**config.mk**
```make
export PLATFORM = sky130hd
export DESIGN_NAME = dmem_ctrl_flat
export DESIGN_NICKNAME = d
export VERILOG_FILES = /design/src/rtl/dmem_ctrl_pkg.sv /design/src/rtl/dmem_ctrl_if.sv /design/src/rtl/dmem_lane_fmt.sv /design/src/rtl/dmem_ctrl.sv /design/src/flat_wrapper.sv
export SDC_FILE = /design/constraint.sdc
export NUM_CORES = 1
export LEC_CHECK = 0
export ABC_CLOCK_PERIOD_IN_PS = 2950
export BUFFER_PORTS_ARGS = -buffer_cell sky130_fd_sc_hd__buf_2
export CAP_MARGIN = 15
export CORE_ASPECT_RATIO = 1.1
export CORE_MARGIN = 5
export CORE_UTILIZATION = 50
export CTS_BUF_LIST = sky130_fd_sc_hd__clkbuf_8 sky130_fd_sc_hd__clkbuf_16
export DETAILED_ROUTE_END_ITERATION = 10
export PLACE_DENSITY = 0.87
export SYNTH_ARGS = -nofsm -noshare
export SYNTH_HDL_FRONTEND = slang
export SYNTH_HIERARCHICAL = 1
export SYNTH_SLANG_ARGS = --single-unit
```
**constraint.sdc**
```tcl
create_clock -name i_Clk -period 2.95 [get_ports i_Clk]
set_clock_uncertainty 0.15 [all_clocks]
set_input_delay 0.1475 -clock i_Clk [delete_from_list [all_inputs] [get_ports i_Clk]]
set_output_delay 0.1475 -clock i_Clk [all_outputs]
set_load 0.01 [all_outputs]
```
**src/rtl/dmem_ctrl_pkg.sv**
```systemverilog
// Shared types for the data-memory controller: access sizes, FSM state encoding,
// master indices and the access legality check.
package dmem_ctrl_pkg;

  typedef enum logic [1:0] {
    SZ_BYTE = 2'b00,
    SZ_HALF = 2'b01,
    SZ_WORD = 2'b10,
    SZ_ILL  = 2'b11
  } size_e;

  typedef enum logic [2:0] {
    ST_IDLE      = 3'd0,
    ST_RD_ISSUE  = 3'd1,
    ST_RD_WAIT   = 3'd2,
    ST_RMW_RD    = 3'd3,
    ST_RMW_MERGE = 3'd4
  } state_e;

  localparam logic M0 = 1'b0;
  localparam logic M1 = 1'b1;

  function automatic logic [31:0] word_addr(input logic [31:0] addr);
    return {2'b00, addr[31:2]};
  endfunction

  // Illegal size, misaligned half/word, or beyond the end of the memory.
  function automatic logic cmd_reject(input size_e size, input logic [31:0] addr,
                                      input int unsigned depth);
    logic misaligned;
    misaligned = ((size == SZ_HALF) && addr[0]) ||
                 ((size == SZ_WORD) && (addr[1:0] != 2'b00));
    return (size == SZ_ILL) || misaligned || (word_addr(addr) >= depth);
  endfunction

endpackage

```
**src/rtl/dmem_ctrl_if.sv**
```systemverilog
// Request/response bus between the two masters (core, debug) and dmem_ctrl.
// Per-master fields are packed {m1,m0}.
interface dmem_ctrl_if;
  logic [1:0]  i_Req;
  logic [1:0]  i_We;
  logic [3:0]  i_Size;
  logic [1:0]  i_Unsigned;
  logic [63:0] i_Addr;
  logic [63:0] i_WData;
  logic [1:0]  o_Gnt;
  logic [1:0]  o_Done;
  logic        o_Err;
  logic [31:0] o_RData;

  modport master (
    output i_Req, i_We, i_Size, i_Unsigned, i_Addr, i_WData,
    input  o_Gnt, o_Done, o_Err, o_RData
  );

  modport slave (
    input  i_Req, i_We, i_Size, i_Unsigned, i_Addr, i_WData,
    output o_Gnt, o_Done, o_Err, o_RData
  );
endinterface

```
**src/rtl/dmem_lane_fmt.sv**
```systemverilog
// Byte/half lane handling: extracts and extends a load lane, and merges a store
// lane into a read word (little-endian, byte lane n = bits 8n+7:8n).
module dmem_lane_fmt
  import dmem_ctrl_pkg::*;
(
  input  logic [31:0] mem_word,
  input  logic [31:0] store_data,
  input  size_e       size,
  input  logic        is_unsigned,
  input  logic [1:0]  byte_off,
  output logic [31:0] load_data,
  output logic [31:0] merged_word
);

  logic [4:0]  bit_off;
  logic [31:0] shifted;
  logic [31:0] lane_mask;

  always_comb begin
    bit_off   = {byte_off, 3'b000};
    shifted   = mem_word >> bit_off;
    load_data = shifted;
    lane_mask = 32'hFFFF_FFFF;
    case (size)
      SZ_BYTE: begin
        load_data = is_unsigned ? {24'h0, shifted[7:0]} : {{24{shifted[7]}}, shifted[7:0]};
        lane_mask = 32'h0000_00FF << bit_off;
      end
      SZ_HALF: begin
        load_data = is_unsigned ? {16'h0, shifted[15:0]} : {{16{shifted[15]}}, shifted[15:0]};
        lane_mask = 32'h0000_FFFF << bit_off;
      end
      default: ;
    endcase
    merged_word = (mem_word & ~lane_mask) | ((store_data << bit_off) & lane_mask);
  end

endmodule

```
**src/rtl/dmem_ctrl.sv**
```systemverilog
// Two-master data-memory controller with sub-word read-modify-write.
// Define DMEM_CTRL_RR_EN for round-robin arbitration; default is fixed m0 priority.
//
// state        | meaning
// ST_IDLE      | accepting requests; word stores and rejects complete from here
// ST_RD_ISSUE  | load read enable on the memory
// ST_RD_WAIT   | load data returning, lane extracted into o_RData
// ST_RMW_RD    | sub-word store: read of the target word
// ST_RMW_MERGE | sub-word store: lane merged, write issued
module dmem_ctrl
  import dmem_ctrl_pkg::*;
#(
  parameter int unsigned DEPTH = 1024
) (
  input  logic        i_Clk,
  input  logic        i_Rst,
  dmem_ctrl_if.slave  bus,
  output logic        o_Mem_WriteEn,
  output logic [31:0] o_Mem_Write_Addr,
  output logic [31:0] o_Mem_Write_Data,
  output logic        o_Mem_ReadEn,
  output logic [31:0] o_Mem_Read_Addr,
  input  logic [31:0] i_Mem_Read_Data
);

  state_e      state_q, state_d;
  logic        pick;
  logic        gnt_any;
  logic        req_we, req_uns, req_reject;
  size_e       req_size;
  logic [31:0] req_addr, req_wdata;

  logic        cmd_m_q, cmd_uns_q;
  size_e       cmd_size_q;
  logic [31:0] cmd_addr_q, cmd_wdata_q;

  logic        mem_we_q, mem_we_d, mem_re_q, mem_re_d;
  logic [31:0] mem_waddr_q, mem_waddr_d, mem_wdata_q, mem_wdata_d;
  logic [31:0] mem_raddr_q, mem_raddr_d;
  logic [1:0]  done_q, done_d;
  logic        err_q, err_d;
  logic [31:0] rdata_q, rdata_d;
  logic [31:0] fmt_load, fmt_merged;

`ifdef DMEM_CTRL_RR_EN
  logic last_gnt_q;

  always_ff @(posedge i_Clk) begin
    if (i_Rst) begin
      last_gnt_q <= M1;
    end else if (gnt_any) begin
      last_gnt_q <= pick;
    end
  end

  assign pick = (&bus.i_Req) ? ~last_gnt_q : bus.i_Req[1];
`else
  assign pick = ~bus.i_Req[0];
`endif

  assign gnt_any    = (state_q == ST_IDLE) && (bus.i_Req != 2'b00) && !i_Rst;
  assign bus.o_Gnt  = gnt_any ? (pick ? 2'b10 : 2'b01) : 2'b00;

  assign req_we     = pick ? bus.i_We[1]        : bus.i_We[0];
  assign req_uns    = pick ? bus.i_Unsigned[1]  : bus.i_Unsigned[0];
  assign req_size   = size_e'(pick ? bus.i_Size[3:2] : bus.i_Size[1:0]);
  assign req_addr   = pick ? bus.i_Addr[63:32]  : bus.i_Addr[31:0];
  assign req_wdata  = pick ? bus.i_WData[63:32] : bus.i_WData[31:0];
  assign req_reject = cmd_reject(req_size, req_addr, DEPTH);

  dmem_lane_fmt u_lane_fmt (
    .mem_word    (i_Mem_Read_Data),
    .store_data  (cmd_wdata_q),
    .size        (cmd_size_q),
    .is_unsigned (cmd_uns_q),
    .byte_off    (cmd_addr_q[1:0]),
    .load_data   (fmt_load),
    .merged_word (fmt_merged)
  );

  always_ff @(posedge i_Clk) begin
    if (i_Rst) begin
      state_q     <= ST_IDLE;
      cmd_m_q     <= M0;
      cmd_uns_q   <= 1'b0;
      cmd_size_q  <= SZ_BYTE;
      cmd_addr_q  <= '0;
      cmd_wdata_q <= '0;
      mem_we_q    <= 1'b0;
      mem_re_q    <= 1'b0;
      mem_waddr_q <= '0;
      mem_wdata_q <= '0;
      mem_raddr_q <= '0;
      done_q      <= 2'b00;
      err_q       <= 1'b0;
      rdata_q     <= '0;
    end else begin
      state_q <= state_d;
      if (gnt_any) begin
        cmd_m_q     <= pick;
        cmd_uns_q   <= req_uns;
        cmd_size_q  <= req_size;
        cmd_addr_q  <= req_addr;
        cmd_wdata_q <= req_wdata;
      end
      mem_we_q    <= mem_we_d;
      mem_re_q    <= mem_re_d;
      mem_waddr_q <= mem_waddr_d;
      mem_wdata_q <= mem_wdata_d;
      mem_raddr_q <= mem_raddr_d;
      done_q      <= done_d;
      err_q       <= err_d;
      rdata_q     <= rdata_d;
    end
  end

  always_comb begin
    state_d = state_q;
    case (state_q)
      ST_IDLE: begin
        if (gnt_any && !req_reject) begin
          if (!req_we) begin
            state_d = ST_RD_ISSUE;
          end else if (req_size != SZ_WORD) begin
            state_d = ST_RMW_RD;
          end
        end
      end
      ST_RD_ISSUE:  state_d = ST_RD_WAIT;
      ST_RD_WAIT:   state_d = ST_IDLE;
      ST_RMW_RD:    state_d = ST_RMW_MERGE;
      ST_RMW_MERGE: state_d = ST_IDLE;
      default:      state_d = ST_IDLE;
    endcase
  end

  // Next values of the registered outputs; enables default low, addresses hold.
  always_comb begin
    mem_we_d    = 1'b0;
    mem_re_d    = 1'b0;
    mem_waddr_d = mem_waddr_q;
    mem_wdata_d = mem_wdata_q;
    mem_raddr_d = mem_raddr_q;
    done_d      = 2'b00;
    err_d       = 1'b0;
    rdata_d     = rdata_q;
    case (state_q)
      ST_IDLE: begin
        if (gnt_any) begin
          if (req_reject) begin
            done_d = pick ? 2'b10 : 2'b01;
            err_d  = 1'b1;
          end else if (req_we && (req_size == SZ_WORD)) begin
            mem_we_d    = 1'b1;
            mem_waddr_d = word_addr(req_addr);
            mem_wdata_d = req_wdata;
            done_d      = pick ? 2'b10 : 2'b01;
          end else begin
            mem_re_d    = 1'b1;
            mem_raddr_d = word_addr(req_addr);
          end
        end
      end
      ST_RD_WAIT: begin
        rdata_d = fmt_load;
        done_d  = (cmd_m_q == M1) ? 2'b10 : 2'b01;
      end
      ST_RMW_MERGE: begin
        mem_we_d    = 1'b1;
        mem_waddr_d = word_addr(cmd_addr_q);
        mem_wdata_d = fmt_merged;
        done_d      = (cmd_m_q == M1) ? 2'b10 : 2'b01;
      end
      default: ;
    endcase
  end

  assign o_Mem_WriteEn    = mem_we_q;
  assign o_Mem_Write_Addr = mem_waddr_q;
  assign o_Mem_Write_Data = mem_wdata_q;
  assign o_Mem_ReadEn     = mem_re_q;
  assign o_Mem_Read_Addr  = mem_raddr_q;
  assign bus.o_Done       = done_q;
  assign bus.o_Err        = err_q;
  assign bus.o_RData      = rdata_q;

endmodule

```
**src/flat_wrapper.sv**
```systemverilog
// flat-port wrapper written by rule: the top's interface ports become plain ports
module dmem_ctrl_flat import dmem_ctrl_pkg::*;
#(
  parameter int unsigned DEPTH = 1024
)
  (i_Clk, i_Rst, o_Mem_WriteEn, o_Mem_Write_Addr, o_Mem_Write_Data, o_Mem_ReadEn, o_Mem_Read_Addr, i_Mem_Read_Data, bus_i_Req, bus_i_We, bus_i_Size, bus_i_Unsigned, bus_i_Addr, bus_i_WData, bus_o_Gnt, bus_o_Done, bus_o_Err, bus_o_RData);
  dmem_ctrl_if bus_i ();
  input  logic i_Clk;
  input  logic i_Rst;
  output logic o_Mem_WriteEn;
  output logic [31:0] o_Mem_Write_Addr;
  output logic [31:0] o_Mem_Write_Data;
  output logic o_Mem_ReadEn;
  output logic [31:0] o_Mem_Read_Addr;
  input  logic [31:0] i_Mem_Read_Data;
  input wire logic [$bits(bus_i.i_Req)-1:0] bus_i_Req;
  input wire logic [$bits(bus_i.i_We)-1:0] bus_i_We;
  input wire logic [$bits(bus_i.i_Size)-1:0] bus_i_Size;
  input wire logic [$bits(bus_i.i_Unsigned)-1:0] bus_i_Unsigned;
  input wire logic [$bits(bus_i.i_Addr)-1:0] bus_i_Addr;
  input wire logic [$bits(bus_i.i_WData)-1:0] bus_i_WData;
  output wire logic [$bits(bus_i.o_Gnt)-1:0] bus_o_Gnt;
  output wire logic [$bits(bus_i.o_Done)-1:0] bus_o_Done;
  output wire logic [$bits(bus_i.o_Err)-1:0] bus_o_Err;
  output wire logic [$bits(bus_i.o_RData)-1:0] bus_o_RData;
  assign bus_i.i_Req = bus_i_Req;
  assign bus_i.i_We = bus_i_We;
  assign bus_i.i_Size = bus_i_Size;
  assign bus_i.i_Unsigned = bus_i_Unsigned;
  assign bus_i.i_Addr = bus_i_Addr;
  assign bus_i.i_WData = bus_i_WData;
  assign bus_o_Gnt = bus_i.o_Gnt;
  assign bus_o_Done = bus_i.o_Done;
  assign bus_o_Err = bus_i.o_Err;
  assign bus_o_RData = bus_i.o_RData;
  dmem_ctrl #(.DEPTH(DEPTH)) u_core (.i_Clk(i_Clk), .i_Rst(i_Rst), .bus(bus_i), .o_Mem_WriteEn(o_Mem_WriteEn), .o_Mem_Write_Addr(o_Mem_Write_Addr), .o_Mem_Write_Data(o_Mem_Write_Data), .o_Mem_ReadEn(o_Mem_ReadEn), .o_Mem_Read_Addr(o_Mem_Read_Addr), .i_Mem_Read_Data(i_Mem_Read_Data));
endmodule
```
# After elaboration in Yosys (flattened, before gate mapping)
# Cells that the tools add are included.
[word_totals] regBits=202 latchBits=0 mem_bits_rw=0 mem_bits_ro=0 inputBits=172 output_inout_bits=135 wordCells=98 mem_count=0
[op_classes] n_addsub=0 multipliers=0 n_div=0 order_cmp=1 n_eq_ne=14 shifts=4 n_mux=34 bitwise_logic=9 n_reduce_logical=22
[ops] cell="2-to-1 mux 32 bit" n=10
[ops] cell="case mux 32 bit (2 select lines)" n=4
[ops] cell="bitwise AND 32 bit" n=2
[ops] cell="inverter 32 bit" n=1
[ops] cell="bitwise OR 32 bit" n=1
[ops] cell="<< shifter 16 x 5 -> 32 bit (first input constant)" n=1
[ops] cell="<< shifter 32 x 5 -> 32 bit" n=1
[ops] cell="<< shifter 8 x 5 -> 32 bit (first input constant)" n=1
[ops] cell="right shift 32 x 5 -> 32 bit" n=1
[ops] cell="greater-or-equal comparator 30 x 11 -> 1 bit (second input constant)" n=1
[ops] cell="2-to-1 mux 2 bit" n=7
[ops] cell="2-to-1 mux 3 bit" n=3
[ops] cell="case mux 3 bit (3 select lines)" n=1
[ops] cell="!= test 2 bit (second input constant)" n=4
[ops] cell="AND reduction 4 bit" n=2
[ops] cell="2-to-1 mux 1 bit" n=7
[ops] cell="equality test 3 x 2 -> 1 bit (second input constant)" n=2
[ops] cell="logical AND 1 bit" n=6
[ops] cell="nonzero test 2 bit" n=3
[ops] cell="inverter 1 bit" n=5
[ops] cell="equality test 2 x 1 -> 1 bit (second input constant)" n=2
[ops] cell="equality test 2 bit (second input constant)" n=2
[ops] cell="case mux 2 bit (2 select lines)" n=1
[ops] cell="OR reduction 4 bit" n=1
[ops] cell="other kinds (12)" n=15

# Longest topological paths before layout
# Gate-level depths: netlist of run 1.
[depth] ltp_word=10 ltp_mapped=9 ltp_nobuf=6

# Modules after synthesis
# Netlist of run 1, hierarchy kept.
[by_module_without_submodules] mod="dmem_ctrl" instances=1 cells_each=922 area_per_inst_um2=8351.8 seq_area_each_um2=4003.8
[by_module_without_submodules] mod="dmem_lane_fmt" instances=1 cells_each=210 area_per_inst_um2=1739.2 seq_area_each_um2=0.0

# Worst setup path before layout of run 1
# No wires, ideal clock.
[synth_path] path_kind="input to register" start="in bus_i_Addr[61]" end="reg u_core.mem_wdata_q[0] (netlist: u_core/o_Mem_Write_Data[0])" setup_time_ns=0.062 arrival_ns=1.789 required_ns=2.738 slack_ns=0.949 path_stages=6 path_buffers=1 path_cell_list="or4_1 > nor4_2 > o211ai_2 > clkbuf_2 > or4_1 > nand3_1"
[synth_via] elab_chain_cells=5
[synth_lines] item="from (decl)" line_no="flat_wrapper.sv:20" rtl="input wire logic [$bits(bus_i.i_Addr)-1:0] bus_i_Addr;"
[synth_lines] item="2-to-1 mux 32 bit" line_no="dmem_ctrl.sv:67" rtl="assign req_addr = pick ? bus.i_Addr[63:32] : bus.i_Addr[31:0];"
[synth_lines] item="greater-or-equal comparator 30 x 11 -> 1 bit" line_no="dmem_ctrl_pkg.sv:33" rtl="return (size == SZ_ILL) || misaligned || (word_addr(addr) >= depth);"
[synth_lines] item="logical OR 1 bit" line_no="dmem_ctrl_pkg.sv:33"
[synth_lines] item="!= test 2 bit (no line)"
[synth_lines] item="AND reduction 4 bit (no line)"
[synth_lines] item="to (signal assigned)" line_no="dmem_ctrl.sv:109" rtl="mem_wdata_q <= mem_wdata_d;"
[synth_lines] item="to (decl)" line_no="dmem_ctrl.sv:38" rtl="logic [31:0] mem_waddr_q, mem_waddr_d, mem_wdata_q, mem_wdata_d;"
# Every way passes these cells.
# A chain may end at the register's enable or synchronous reset.

# Final worst setup path of run 1
[layout_path] start="in bus_i_Addr[57]" end="reg u_core.mem_wdata_q[4] (netlist: u_core/o_Mem_Write_Data[4])"
# The elaborated chain is that of the path after synthesis.

==> results.cfg, run 1 <==
[sta]
tns_ps = 0
slew_headroom_pct = 37.09
final_hold_viol_count = 0
slew_violations = 0
fmax_ghz = 0.3502
holdWs_ps = 11.49
worst_slew_pin_slew_ps = 943.7
period_share_pct = 96.80
min_period_ps = 2856
grt_setup_unrepaired = no
setup_violations = 0

[cts]
h-tree-depth = 4
clkLatencyLatePin_ps = 440
cts_root_buffer = clkbuf_16
cts_tree = yes
cts_buffer_depth = 2
cts_buffers = 17
path_clk_slew_ps = 80
clkSinkCount = 200

[setup_path]
critPathTopFamily = simple AND/OR/NAND/NOR gates
crit_end = u_core/o_Mem_Write_Data[4]$_SDFFE_PP0P_
max_stage_delay_ps = 570
r2r_start = u_core/state_q[2]$_SDFFE_PP0P_
cp_num_cells = 9
crit_buf_inv = 3
reg2regPathDepth = 7
r2r_slack_ps = 350
crit_type = in -> reg
cp_slowest_cell = dlygate4sd3_1
start_kind = input pin
cp.required_ps = 3180
r2r_end = u_core/o_Mem_Write_Data[4]$_SDFFE_PP0P_
crit_arrival_ps = 3090
crit_fanout = 40
startpoint = bus_i_Addr[57]
path_cells = dlygate4sd3_1, buf_2, nor4_1, nand4_1, nor4_2, o211ai_4, buf_12, or4_1, nand3_1
crit_path_end_kind = register

[logic_synthesis]
yosys_warnings = 6
async_flop_share_pct = 0
yosysTopAreaCellShare_pct = 39.68
postSynthCellCount = 1132
yosysTopAreaCell = dfxtp_1
synthTopCellsByArea = dfxtp_1 40%, mux2i_1 8.1%, a211oi_1 5.8%, nand2_1 4.5%, mux2_2 4.4%
synth.avg_cell_area_um2 = 8.914
synth_ff_type = dfxtp_1
synth-edff-count = 0
synth_cell_types = 50
syn-cell-area_um2 = 10090
yosysSeqAreaShare_pct = 39.68
ys_seq_elements = 200

[layout]
drive_above_1_share_pct = 29.61
layout_common_cells = 300 x buf_2, 199 x dfxtp_1, 119 x nand2_1
multi_input_area_um2 = 5580
final_nets = 1601
finalInstanceArea_um2 = 12950
nFillCells = 1614
seq_area_um2 = 4005
syn_to_final_growth_pct = 28.31
layout_commonest_cell = buf_2
stdcell_count = 1695

[place]
post-place-cells = 1597
dpl.hpwl_um = 23620
port_buffers = 302
place_area_um2 = 11690
place_congestion = 0.9300

[routing]
ant_nets = 0
avgRoutedWirePerCell_um = 20.27
vias_per_cell = 5.988
drc = 0
firstDrtPassIters = 5
dr.first_iter.drc_count = 849
vias = 10150
wirelength_um = 34350

[pwr]
vdd_drop_max_mv = 0.4453
power_mw = 6.208
p_leak_nw = 5.613
power.density_nw_per_um2 = 479.4

[floorplanning]
die_y_um = 159.0
num_io_pins = 307
die_area_um2 = 23130
num_rows = 54
die_w_um = 145.5
initial_core_util_pct = 50.80
core_um2 = 19860

[global_routing]
grt_pass1_vias = 9865
overflow = 0
track_usage_pct = 28.24
antenna_found_initial = 1
grt_start_max_net_pins = 262
grt_pass1_wl_um = 53600

[worst_hold_path]
min_path_type = in -> reg

[outcome]
status = finished clean

[flow_run]
drv_cap = 0
==> area by class of cell <==
cell class              instances  area share [%]
multi-input cells             815           43.10
well taps                     252           2.435
clock inverters                15           1.411
flip-flops and latches        200           30.93
repair buffers                393           18.76
clock buffers                  17           3.286
inverters                       2         0.05798
diodes                          1         0.01933
==> what timing repair did <==
action	CTS	global route
hold buffers	65	0
buffers inserted	0	0
endpoints found under the hold margin	40	0
resized for setup	0	0
==> cell usage after synthesis, types with 2 or more instances <==
| cell type | count |
|---|---|
| a211oi_1 | 78 |
| a21oi_1 | 66 |
| a21oi_2 | 2 |
| a221oi_1 | 7 |
| a22o_1 | 11 |
| and2_1 | 26 |
| and3b_1 | 2 |
| buf_1 | 4 |
| buf_2 | 14 |
| buf_4 | 10 |
| buf_6 | 4 |
| clkbuf_1 | 84 |
| clkbuf_2 | 2 |
| dfxtp_1 | 200 |
| inv_1 | 2 |
| mux2_2 | 39 |
| mux2_4 | 3 |
| mux2i_1 | 82 |
| mux4_2 | 8 |
| nand2_1 | 120 |
| nand2b_1 | 8 |
| nand3_1 | 62 |
| nand3b_1 | 42 |
| nand4_1 | 2 |
| nand4b_1 | 43 |
| nor2_1 | 90 |
| nor2b_1 | 3 |
| nor3_1 | 5 |
| nor4_1 | 8 |
| o211ai_1 | 16 |
| o21a_1 | 3 |
| o21ai_0 | 18 |
| o2bb2ai_1 | 8 |
| or2_2 | 2 |
| or4_1 | 43 |
==> worst min-delay path by stage <==
stage	startpoint	end	cells past startpoint
final	i_Mem_Read_Data[29]	u_core/bus.o_RData[29]$_SDFFE_PP0N_	5
after global routing	bus_i_Addr[63]	u_core/cmd_addr_q[31]$_SDFFE_PP0P_	3
after CTS	i_Mem_Read_Data[29]	u_core/bus.o_RData[29]$_SDFFE_PP0N_	5
after detailed placement	u_core/o_Mem_Read_Addr[19]$_SDFFE_PP0P_	u_core/o_Mem_Read_Addr[19]$_SDFFE_PP0P_	1
after global placement	u_core/o_Mem_Read_Addr[20]$_SDFFE_PP0P_	u_core/o_Mem_Read_Addr[20]$_SDFFE_PP0P_	1
after floorplan	bus_i_Addr[53]	u_core/cmd_addr_q[21]$_SDFFE_PP0P_	2
==> registers in the layout, indices dropped and copies added, names as in the netlist <==
| signal | flops |
|---|---|
| u_core/cmd_m_q | 1 |
| u_core/cmd_uns_q | 1 |
| u_core/bus.o_Err | 1 |
| u_core/o_Mem_Write_Addr | 30 |
| u_core/bus.o_Done | 2 |
| u_core/state_q | 3 |
| u_core/cmd_size_q | 2 |
| u_core/cmd_wdata_q | 32 |
| u_core/o_Mem_WriteEn | 1 |
| u_core/cmd_addr_q | 32 |
| u_core/bus.o_RData | 32 |
| u_core/o_Mem_Write_Data | 32 |
| u_core/o_Mem_ReadEn | 1 |
| u_core/o_Mem_Read_Addr | 30 |
==> metal layers <==
metal | global-route usage, % | vias up | routed length [um]
met3 | 7.970 | 102 | 3126
met4 | 12.77 | 0 | 1518
met1 | 34.05 | 4750 | 12990
met2 | 46.88 | 551 | 16720
li1 | - | 4746 | -
met5 | 0 | - | 0
==> report_power, final <==
group	internal, mW	switching, mW	leakage [nW]
logic	0.471	0.523	3.69
clock network	1.15	1.20	0.291
registers	2.78	0.0860	1.63
==> through the flow <==
step,setup slack (ps),utilization [%]
after CTS,242.6,65.17
after floorplan,948.9,-
final,94.39,65.18
after global placement,430.9,58.83
after global routing,22.66,65.18
after detailed placement,336.0,58.83
==> cells by family after synthesis <==
family	Yosys count	share of synthesized area (%)
AND/OR/NAND/NOR	463	25.37
AO/OA/AOI/OAI	216	14.87
flip-flops	200	39.68
multiplexers	132	14.72
buffers and inverters	120	5.332
other	1	0.03716
==> worst reg2reg max path, stage by stage, from the launching register on <==
cell and delay [ps]:
dfxtp_1 370, nor4_1 340, o21ai_0 250, nor2_1 260
o211ai_4 300, buf_12 290, or4_1 500, nand3_1 80
Power figures use the tool's default switching activity.
==> run 2: changes to the inputs <==
--- a/config.mk
+++ b/config.mk
@@ -14,6 +14,7 @@
 export CTS_BUF_LIST = sky130_fd_sc_hd__clkbuf_8 sky130_fd_sc_hd__clkbuf_16
 export DETAILED_ROUTE_END_ITERATION = 10
 export PLACE_DENSITY = 0.87
+export RECOVER_POWER = 25
 export SYNTH_ARGS = -nofsm -noshare
 export SYNTH_HDL_FRONTEND = slang
 export SYNTH_HIERARCHICAL = 1
==> run 2 against run 1 <==
  * Design area fell by 0.79%
  * Largest power group unchanged
  * Die area did not move
  * Via count fell by 0.74%
  * Cell count did not move
  * Total power barely moved
  * Register-to-register slack barely moved
  * Critical path depth did not move
  * Routed wire length barely moved
  * First-iteration DRC count fell by 0.47%
  * Sequential cell count did not move
  * Hold slack improved by 3.1 ps
==> results.cfg, run 2 (synthesis results as in run 1) <==
[sta]
worst_slew_pin_slew_ps = 993.1
slew_headroom_pct = 33.79
tns_ps = 0
setup_violations = 0
min_period_ps = 2845
period_share_pct = 96.43
slew_violations = 0
holdWs_ps = 14.61
final_hold_viol_count = 0
grt_setup_unrepaired = no
fmax_ghz = 0.3515

[pwr]
combPwrFrac_pct = 16.0
power_mw = 6.206
power.density_nw_per_um2 = 483.1
p_sw_share_pct = 29.14
p_switching_mw = 1.808
p_int_mw = 4.397
power_frac_clock_pct = 37.9
vdd_drop_max_mv = 0.4460
p_seq_share_pct = 46.1
p_leak_nw = 5.253

[routing]
dr.first_iter.drc_count = 845
drc = 0
wirelength_um = 34330
avgRoutedWirePerCell_um = 20.26
vias = 10070
firstDrtPassIters = 5
ant_nets = 0
vias_per_cell = 5.943

[layout]
stdcell_count = 1695
syn_to_final_growth_pct = 27.29
layout_common_cells = 218 x buf_2, 199 x dfxtp_1, 119 x nand2_1
layout_commonest_cell = buf_2
drive_above_1_share_pct = 23.93
finalInstanceArea_um2 = 12840
final_nets = 1601

[floorplanning]
core_um2 = 19860
initial_core_util_pct = 50.80
die_y_um = 159.0
num_rows = 54
die_w_um = 145.5
num_io_pins = 307
die_area_um2 = 23130

[place]
port_buffers = 302
dpl.hpwl_um = 23620
place_area_um2 = 11690
post-place-cells = 1597
place_congestion = 0.9300

[worst_hold_path]
min_path_type = in -> reg
worstHoldPathCells = 5
min_from = i_Mem_Read_Data[29]

[setup_path]
start_kind = input pin
crit_type = in -> reg
r2r_start = u_core/state_q[2]$_SDFFE_PP0P_
crit_path_end_kind = register
reg2regPathDepth = 7
startpoint = bus_i_Addr[57]
crit_fanout = 40
cp.required_ps = 3180
crit_arrival_ps = 3080

[cts]
cts_root_buffer = clkbuf_16
cts_buffers = 17
post-cts-setup-buffers = 0
path_clk_slew_ps = 80
cts_tree = yes
cts_buffer_depth = 2
clkSinkCount = 200
clkLatencyLatePin_ps = 440
h-tree-depth = 4

[global_routing]
grt_pass1_vias = 9865
grt_start_max_net_pins = 262
track_usage_pct = 28.24
antenna_found_initial = 1
grt_pass1_wl_um = 53600
overflow = 0

[flow_run]
drv_cap = 0

[outcome]
status = finished clean
[run 2: cell types whose count changed in the layout (fill, tap and decap cells not counted)]
cell / before / now
buf_2: 300 / 218
clkbuf_1: 0 / 82
[run 2: cell type report]
class / count / area [um^2]
antenna: 1 / 2.502
clock buffer: 17 / 425.4
clock inverter: 15 / 182.7
fill: 1642 / 7019
inverter: 2 / 7.507
multi-input combinational: 815 / 5580
sequential: 200 / 4005
tap: 252 / 315.3
timing repair buffer: 393 / 2326
[run 2: timing repair]
item / in CTS / in global routing
resized for setup: 0 / 0
hold endpoints to repair: 40 / 0
hold buffers: 65 / 0
[run 2: layer usage]
layer  global-route usage, %  share of wire (%)  vias up
met5                       0                  0        -
met4                   12.77                4.5        0
met3                   7.970                8.4      104
met2                   46.88                 49      503
met1                   34.05                 38     4720
li1                        -                  -     4747
[run 2: metrics by stage]
step	util, %	worst slack (ps)
3_3_place_gp	58.83	430.9
6_report	64.66	105.4
4_1_cts	65.17	242.6
2_1_floorplan	-	948.9
3_5_place_dp	58.83	336.0
5_1_grt	64.66	22.66
[run 2: power by group through the flow]
| stage | Combinational, mW | Sequential (mW) | Clock, mW |
|---|---|---|---|
| 3_5_place_dp | 0.881 | 2.92 | 0 |
| 6_report | 0.992 | 2.86 | 2.35 |
| 4_1_cts | 0.964 | 2.86 | 2.38 |
| 3_3_place_gp | 0.864 | 2.92 | 0 |
| 2_1_floorplan | 0.610 | 2.88 | 0 |
| 5_1_grt | 1.06 | 2.87 | 2.51 |
[run 2: path summary, 6_finish.rpt]
kind                                             end  slack (ps)
max          u_core/o_Mem_Write_Data[4]$_SDFFE_PP0P_         110
min              u_core/bus.o_RData[29]$_SDFFE_PP0N_          10
max reg2reg  u_core/o_Mem_Write_Data[4]$_SDFFE_PP0P_         360
min reg2reg      u_core/bus.o_RData[27]$_SDFFE_PP0N_         310
[run 2: worst max-delay path, stage by stage]
cell and delay, ps:
dlygate4sd3_1 580, buf_2 150, nor4_1 500, nand4_1 180
nor4_2 320, o211ai_4 330, buf_12 280, or4_1 500
nand3_1 80
==> run 3: changes to the inputs <==
--- a/config.mk
+++ b/config.mk
@@ -6,7 +6,7 @@
 export NUM_CORES = 1
 export LEC_CHECK = 0
 export ABC_CLOCK_PERIOD_IN_PS = 2950
-export BUFFER_PORTS_ARGS = -buffer_cell sky130_fd_sc_hd__buf_2
+export BUFFER_PORTS_ARGS = -buffer_cell sky130_fd_sc_hd__buf_4
 export CAP_MARGIN = 15
 export CORE_ASPECT_RATIO = 1.1
 export CORE_MARGIN = 5
==> run 3 against run 2 <==
  * The flow now finishes with violations (negative hold slack)
  * Cell count fell by 0.35%
  * Non-clock buffer count fell by 6
  * Sequential cell count did not move
  * Die area did not move
  * Largest power group unchanged
  * Clock-buffer cell count unchanged
  * Combinational power is 6% higher
  * Clock power shrank 3%
  * Via count grew 0.75%
  * Highest routed layer unchanged
  * Critical path depth is 1 lower
  * Design area grew 3.4%
  * Register-to-register slack improved by 200 ps
==> results.cfg, run 3 (synthesis results as in run 1) <==
[floorplanning]
core_um2 = 19860
num_io_pins = 307
die_y_um = 159.0
initial_core_util_pct = 50.80
die_area_um2 = 23130
die_w_um = 145.5
num_rows = 54

[global_routing]
grt_pass1_vias = 9865
overflow = 0
antenna_found_initial = 1
grt_start_max_net_pins = 262
grt_pass1_wl_um = 54230
track_usage_pct = 28.80

[worst_hold_path]
min_path_type = in -> reg

[flow_run]
drv_cap = 0

[setup_path]
crit_type = in -> reg
r2r_slack_ps = 560
crit_path_end_kind = register
cp.required_ps = 3180
crit_fanout = 84
crit_arrival_ps = 2850
start_kind = input pin

[routing]
wl_met2_um = 17070
dr.first_iter.drc_count = 858
avgRoutedWirePerCell_um = 20.87
vias = 10150
ant_nets = 0
wirelength_um = 35250
met1_length_um = 13230
firstDrtPassIters = 5
vias_per_cell = 6.009
dr_wl_met3_um = 3130
drc = 0
routed.top_layer = met4

[place]
port_buffers = 302
post-place-cells = 1595
dpl.hpwl_um = 24240
place_congestion = 0.9110

[cts]
path_clk_slew_ps = 80
h-tree-depth = 4
cts_root_buffer = clkbuf_16
clkLatencyLatePin_ps = 440
cts_tree = yes
clkSinkCount = 200
cts_buffers = 17
cts_resized = 0
cts_buffer_depth = 2

[sta]
slew_headroom_pct = 37.47
holdWs_ps = -0.5519
setup_violations = 0
tns_ps = 0
worst_slew_pin_slew_ps = 938.0
grt_setup_unrepaired = no
min_period_ps = 2615
period_share_pct = 88.65
fmax_ghz = 0.3824
slew_violations = 0
final_hold_viol_count = 1

[layout]
layout_common_cells = 240 x buf_4, 199 x dfxtp_1, 119 x nand2_1
final_nets = 1595
drive_above_1_share_pct = 23.82
seq_area_um2 = 4005
layout_commonest_cell = buf_4
stdcell_count = 1689
nFillCells = 1614
multi_input_area_um2 = 5580
syn_to_final_growth_pct = 31.57

[pwr]
combPwrFrac_pct = 17.0
p_sw_share_pct = 28.38
p_seq_share_pct = 46.3
vdd_drop_max_mv = 0.4517
p_leak_nw = 5.356
p_int_mw = 4.424
power_frac_clock_pct = 36.7
p_switching_mw = 1.753
power.density_nw_per_um2 = 465.2

[outcome]
status = complete, but fails checks
violations = negative hold slack
[run 3: changes by cell type in the layout (fill, tap and decap cells not counted), sizes merged]
cell,before,now
buf,246,245
clkbuf,99,98
clkinv,8,2
dlygate4sd3,65,61
inv,8,14
[run 3: final timing paths]
check                                           from                                        to  depth (start not counted)
setup reg to reg      u_core/state_q[2]$_SDFFE_PP0P_  u_core/o_Mem_Write_Data[11]$_SDFFE_PP0P_                          7
hold / removal                        bus_i_WData[3]        u_core/cmd_wdata_q[3]$_SDFFE_PP0P_                          3
hold reg to reg   u_core/bus.o_RData[2]$_SDFFE_PP0N_        u_core/bus.o_RData[2]$_SDFFE_PP0N_                          2
setup / recovery                      bus_i_Addr[61]  u_core/o_Mem_Write_Data[11]$_SDFFE_PP0P_                          8
[run 3: final cells by class]
class	count	area share, %
multi-input cells	815	42.03
repair buffers	387	21.15
well taps	252	2.375
inverters	2	0.05655
clock inverters	15	0.9990
clock buffers	17	3.204
diodes	1	0.01885
flip-flops and latches	200	30.17
[run 3: critical path, stage by stage]
cell and delay (ps):
dlygate4sd3_1 530, buf_4 140, or4_1 570, nor4_2 450, o211ai_4 160, buf_12 240, or4_1 500, nand3_1 100
[run 3: what timing repair did]
action / 4_1_cts / 5_1_grt
setup buffers: 0 / 0
setup endpoints to repair: 0 / 0
hold buffers: 61 / 0
endpoints found under the hold margin: 40 / 0
[run 3: metal layers]
metal	track usage, %	vias to the layer above
met2	48.30	568
met4	13.95	0
met3	8.227	119
li1	-	4743
met5	0	-
met1	33.81	4720
[run 3: stage by stage]
step	cell area (um^2)	utilization [%]	power (mW)	setup WS, ps
finish	13280	66.84	6.177	334.9
global route	13280	66.84	6.399	159.0
CTS	13580	68.35	6.161	390.4
detailed placement	12410	62.47	3.858	495.6
global placement	12410	62.47	3.843	562.0
floorplan	10100	-	3.488	948.9
[run 3: power groups by stage]
stage / Combinational (mW) / Sequential, mW / Clock, mW
6_report: 1.05 / 2.86 / 2.27
5_1_grt: 1.12 / 2.87 / 2.42
4_1_cts: 1.02 / 2.85 / 2.28
3_5_place_dp: 0.941 / 2.92 / 0
3_3_place_gp: 0.930 / 2.91 / 0
2_1_floorplan: 0.610 / 2.88 / 0
